==> config.mk <==
export PLATFORM = sky130hd
export DESIGN_NAME = fetch_ifid
export DESIGN_NICKNAME = d
export VERILOG_FILES = /design/src/rtl/fetch_ifid_pkg.sv /design/src/rtl/cla_16b.sv /design/src/rtl/fetch_ifid.sv
export SDC_FILE = /design/constraint.sdc
export NUM_CORES = 1
export LEC_CHECK = 0
export ABC_AREA = 1
export CAP_MARGIN = 25
export CORE_MARGIN = 2
export CORE_UTILIZATION = 35
export CTS_BUF_LIST = sky130_fd_sc_hd__clkbuf_8
export CTS_CLUSTER_SIZE = 14
export DETAILED_ROUTE_END_ITERATION = 7
export MAX_ROUTING_LAYER = met4
export SKIP_CTS_REPAIR_TIMING = 1
export SLEW_MARGIN = 10
export SYNTH_ARGS = -nofsm -noshare
export SYNTH_HDL_FRONTEND = slang
export SYNTH_SLANG_ARGS = --single-unit
==> constraint.sdc <==
create_clock -name clk -period 1.9 [get_ports clk]
set_input_delay 0.38 -clock clk [delete_from_list [all_inputs] [get_ports clk]]
set_output_delay 0.38 -clock clk [all_outputs]
set_load 0.02 [all_outputs]
==> src/rtl/fetch_ifid_pkg.sv <==
// Shared pipeline definitions: fetch state encodings and the decode bubble word.
package fetch_ifid_pkg;

    localparam int unsigned FETCH_ST_W = 2;

    localparam logic [FETCH_ST_W-1:0] ST_REQ  = 2'd0;
    localparam logic [FETCH_ST_W-1:0] ST_BUF  = 2'd1;
    localparam logic [FETCH_ST_W-1:0] ST_HALT = 2'd2;

    localparam logic [15:0] IFID_NOP_INSTR = 16'h0800;

endpackage

==> src/rtl/cla_16b.sv <==
// 16-bit carry-lookahead adder: four 4-bit groups joined by a second lookahead level.
module cla_16b (
    input  logic [15:0] a,
    input  logic [15:0] b,
    input  logic        c_in,
    output logic [15:0] sum,
    output logic        c_out
);

    logic [15:0] g;
    logic [15:0] p;
    logic [3:0]  bg;
    logic [3:0]  bp;
    logic [4:0]  bc;
    logic        carry;

    assign g = a & b;
    assign p = a ^ b;

    always_comb begin
        bg = '0;
        bp = '0;
        for (int k = 0; k < 4; k++) begin
            bp[k] = &p[4*k +: 4];
            bg[k] = g[4*k+3]
                  | (p[4*k+3] & g[4*k+2])
                  | (p[4*k+3] & p[4*k+2] & g[4*k+1])
                  | (p[4*k+3] & p[4*k+2] & p[4*k+1] & g[4*k]);
        end
    end

    // Group carries resolved in parallel from group generate/propagate.
    assign bc[0] = c_in;
    assign bc[1] = bg[0] | (bp[0] & c_in);
    assign bc[2] = bg[1] | (bp[1] & bg[0]) | (bp[1] & bp[0] & c_in);
    assign bc[3] = bg[2] | (bp[2] & bg[1]) | (bp[2] & bp[1] & bg[0])
                 | (bp[2] & bp[1] & bp[0] & c_in);
    assign bc[4] = bg[3] | (bp[3] & bg[2]) | (bp[3] & bp[2] & bg[1])
                 | (bp[3] & bp[2] & bp[1] & bg[0])
                 | (bp[3] & bp[2] & bp[1] & bp[0] & c_in);

    always_comb begin
        sum   = '0;
        carry = 1'b0;
        for (int k = 0; k < 4; k++) begin
            carry = bc[k];
            for (int j = 0; j < 4; j++) begin
                sum[4*k+j] = p[4*k+j] ^ carry;
                carry      = g[4*k+j] | (p[4*k+j] & carry);
            end
        end
    end

    assign c_out = bc[4];

endmodule

==> src/rtl/fetch_ifid.sv <==
// Fetch stage with IF/ID pipeline register and a one-entry skid buffer that
// catches a word returned while decode is stalled.
module fetch_ifid
    import fetch_ifid_pkg::*;
#(
    parameter logic [15:0] RESET_PC  = 16'h0000,
    parameter logic [15:0] NOP_INSTR = IFID_NOP_INSTR
) (
    input  logic        clk,
    input  logic        rst,
    input  logic        stall,
    input  logic        flush,
    input  logic [15:0] redirect_pc,
    input  logic        halt,
    output logic        imem_rd,
    output logic [15:0] imem_addr,
    input  logic [15:0] imem_data,
    input  logic        imem_ready,
    output logic [15:0] instruction,
    output logic [15:0] PC_2,
    output logic        ifid_valid,
    output logic        err
);

    logic [FETCH_ST_W-1:0] state;
    logic [15:0]           pc;
    logic [15:0]           pc_plus2;
    logic                  pc_carry_unused;
    logic [15:0]           ifid_instr;
    logic [15:0]           ifid_pc2;
    logic [15:0]           skid_instr;
    logic [15:0]           skid_pc2;

    cla_16b u_pc_add (
        .a     (pc),
        .b     (16'h0002),
        .c_in  (1'b0),
        .sum   (pc_plus2),
        .c_out (pc_carry_unused)
    );

    always_ff @(posedge clk) begin
        if (rst) begin
            state      <= ST_REQ;
            pc         <= RESET_PC;
            ifid_valid <= 1'b0;
            ifid_instr <= NOP_INSTR;
            ifid_pc2   <= 16'h0000;
            skid_instr <= 16'h0000;
            skid_pc2   <= 16'h0000;
            err        <= 1'b0;
        end else if (state != ST_HALT) begin
            if (flush) begin
                // A misaligned target is fatal: freeze PC and stop fetching.
                ifid_valid <= 1'b0;
                if (redirect_pc[0]) begin
                    err   <= 1'b1;
                    state <= ST_HALT;
                end else begin
                    pc    <= redirect_pc;
                    state <= ST_REQ;
                end
            end else if (halt && !stall) begin
                ifid_valid <= 1'b0;
                state      <= ST_HALT;
            end else if (state == ST_REQ) begin
                if (imem_ready) begin
                    pc <= pc_plus2;
                    if (stall) begin
                        skid_instr <= imem_data;
                        skid_pc2   <= pc_plus2;
                        state      <= ST_BUF;
                    end else begin
                        ifid_instr <= imem_data;
                        ifid_pc2   <= pc_plus2;
                        ifid_valid <= 1'b1;
                    end
                end else if (!stall) begin
                    ifid_valid <= 1'b0;
                end
            end else if (!stall) begin
                ifid_instr <= skid_instr;
                ifid_pc2   <= skid_pc2;
                ifid_valid <= 1'b1;
                state      <= ST_REQ;
            end
        end
    end

    assign imem_rd     = (state == ST_REQ);
    assign imem_addr   = pc;
    assign instruction = ifid_valid ? ifid_instr : NOP_INSTR;
    assign PC_2        = ifid_pc2;

endmodule
==> impl_results.md <==
* Status: completed
* Clk_lat worst skew at around 0.34 ns
* Clk buf depth at 2
* Period minus WS final at between 1.5 and 2 ns
* Post-synth ARST share at 0
* Clk sinks at 81
* Tcrit/Tclk final at 0.964
* Hpwl dp at 7.84 mm
* Top cells by count, synth: 197 x nand2_1, 143 x nor2_1, 81 x dfxtp_1
* Fmax at around 550 MHz
* Fin nets at around 790
* # H-tree levels at 3
* Synth cell types at 31
* Final hold vios at 0
* Die area at between 10000 and 15000 um^2
* Crit path largest cell delay at approximately 0.6 ns
* Syn Inst Count at 650
* WL final at roughly 11 mm
* Buffer and inverter count on the worst path at 2
* Avg Cell Area, Syn at between 6 and 7 um^2
* Post-DP Area at between 5000 and 6000 um^2
* Layout cells sized above 1 at 0.0885
* Post-synthesis register bit count at a little over 80
* Synth warnings at 0
* Sequential element share of the synthesized area at 0.391
* Crit end category: output pin
* Slowest-stage cell, CP: clkdlybuf4s50_1
* PD cells at roughly 860 nW/um^2
* Total CTS buffers at 9
* Final instance area at about 5600 um^2
* DIE HEIGHT at 113 um
* Top cells by area, synth: dfxtp_1 39%, nand2_1 18%, nor2_1 13%
* Final cell count without fillers at roughly 890
* Most common cell in the netlist: nand2_1
* First-pass GRT wire length at about 18 mm
* Syn-to-layout area delta at 34.0%
* Die W at 113 um
* Average routed wire per standard cell at roughly 12 um
* RSZ-0062 raised after global routing: yes
* Total grt overflow at 0
* Critical path type: reg2out
* Slew Limit Fails at 0
* Yosys top cell area share at 0.391
* Number of filler cells placed in the layout at approximately 1200
* Clock slew seen by the registers of the worst setup and hold paths at roughly 0.09 ns
* Top_reg_cell synth: dfxtp_1
* Largest delay share family, worst path: buffers and inverters
* Largest net degree at the start of global routing at 39
* GRT Total Usage at 0.179
* Worst-path cell chain: buf_4, clkdlybuf4s50_1
* Initial core utilization at 0.361
* CP Launch Type: flip-flop
* DRT antenna net count at 0
* Placed Instances at around 870
* Site Rows at 39
* Final setup violation count at 0
* CP max FO at 6
* Vias in the first global route at roughly 3700
* Setup TNS at 0 ns
* Gpl congestion at 0.888
* Area of the core at 11500 um^2
* CTS tree: yes
* Initial DRC count at approximately 230
* PortBufs at 86
* Hold crit path type: reg2reg
* Crit path DAT at approximately 1.5 ns
* Via count at just over 4000
* Worst VDD drop at 0.427 mV
* Diodes inserted at 0
* CTS root buf: clkbuf_8
* P_leak at 0.00304 uW
* Via-to-Cell Ratio at around 4.5
* Antenna violations before repair at 0
* Yosys top cell by area: dfxtp_1
* DRT Pass-1 Iters at 4
* Hold Slack at between 0.4 and 0.5 ns
* # DRC at 0
* Synthesized cell area at 4150 um^2
* Critical Path RT at approximately 1.5 ns
* Number of synthesized flops with an enable pin at 0
* Clock skew at around 0.0097 ns
* Io pins at 89
* Max-cap violations at 0
[report_power, final]
group / switching (uW) / total, uW / internal (uW)
Sequential: 95.7 / 1960 / 1860
Combinational: 787 / 1360 / 578
Clock: 649 / 1430 / 781
Total: 1530 / 4750 / 3220
[registers in the layout, summed over array words and instances (netlist names)]
signal and flops:
PC_2 15, skid_pc2 15, imem_addr 15, skid_instr 16
ifid_instr 16, ifid_valid 1, state 2, err 1
[layout make-up]
class | instances | area [um^2] | area share
Timing Repair Buffer | 117 | 1200 | 0.216
Clock inverter | 6 | 91.3 | 0.0164
Sequential cell | 81 | 1630 | 0.293
Inverter | 75 | 282 | 0.0507
Tap cell | 143 | 179 | 0.0322
Multi-Input combinational cell | 457 | 2040 | 0.367
Clock buffer | 10 | 138 | 0.0248
[per-layer routing]
metal / GRT usage / up-vias / share of wire
met2: 0.278 / 70 / 0.46
met3: 0.0348 / 7 / 0.034
met1: 0.240 / 1809 / 0.50
met5: - / - / 0
li1: - / 2148 / -
met4: 0.0472 / 0 / 0.010
[logic make-up after synthesis]
family	after synthesis	share of synthesized area
and+or+nand+nor	373	0.366
buffers and inverters	113	0.120
DFF	81	0.391
AOI/OAI and AO/OA	68	0.0830
adders and majority gates	10	0.0302
xor gates and xnor gates	4	0.00845
other	1	0.000905
[tightest hold or removal path: cells and delay by family, from the launching register on]
kind,cells,cell delay [ns]
compound gates,1,0.05
flops,1,0.31
buf+inv,1,0.05
[cell usage in the layout, fill, tap and decap left out, types with 3 or more instances in the layout]
cell type,netlist,final
nand2_1,197,197
nor2_1,143,142
dfxtp_1,81,78
inv_1,70,69
clkdlybuf4s50_1,0,68
o21ai_0,50,49
buf_4,2,26
dlymetal6s2s_1,0,18
a21oi_1,15,15
nand4_1,14,14
ha_1,10,10
clkbuf_8,0,10
inv_2,4,6
buf_12,0,5
nand3_1,4,4
and2_1,4,4
xnor2_1,4,3
clkinv_4,0,3
dfxtp_2,0,3
[through the flow]
stage	total power, uW	utilization	setup slack (ns)
after global routing	5060	0.484	-0.0635
final	4750	0.484	0.0685
after detailed placement	3360	0.460	0.00909
after global placement	3350	0.460	0.0164
after CTS	4800	0.480	-0.164
after floorplan	2810	-	0.0433
[path summary, 6_finish.rpt]
path	end	cells past startpoint	slack, ns	from
setup reg to reg	imem_addr[10]	12	0.10	imem_addr[6]
setup / recovery	imem_addr[1]	2	0.07	imem_addr[1]
hold reg to reg	skid_pc2[5]	2	0.45	skid_pc2[5]
hold / removal	skid_pc2[5]	2	0.45	skid_pc2[5]
(Power assumes the default switching activity.)
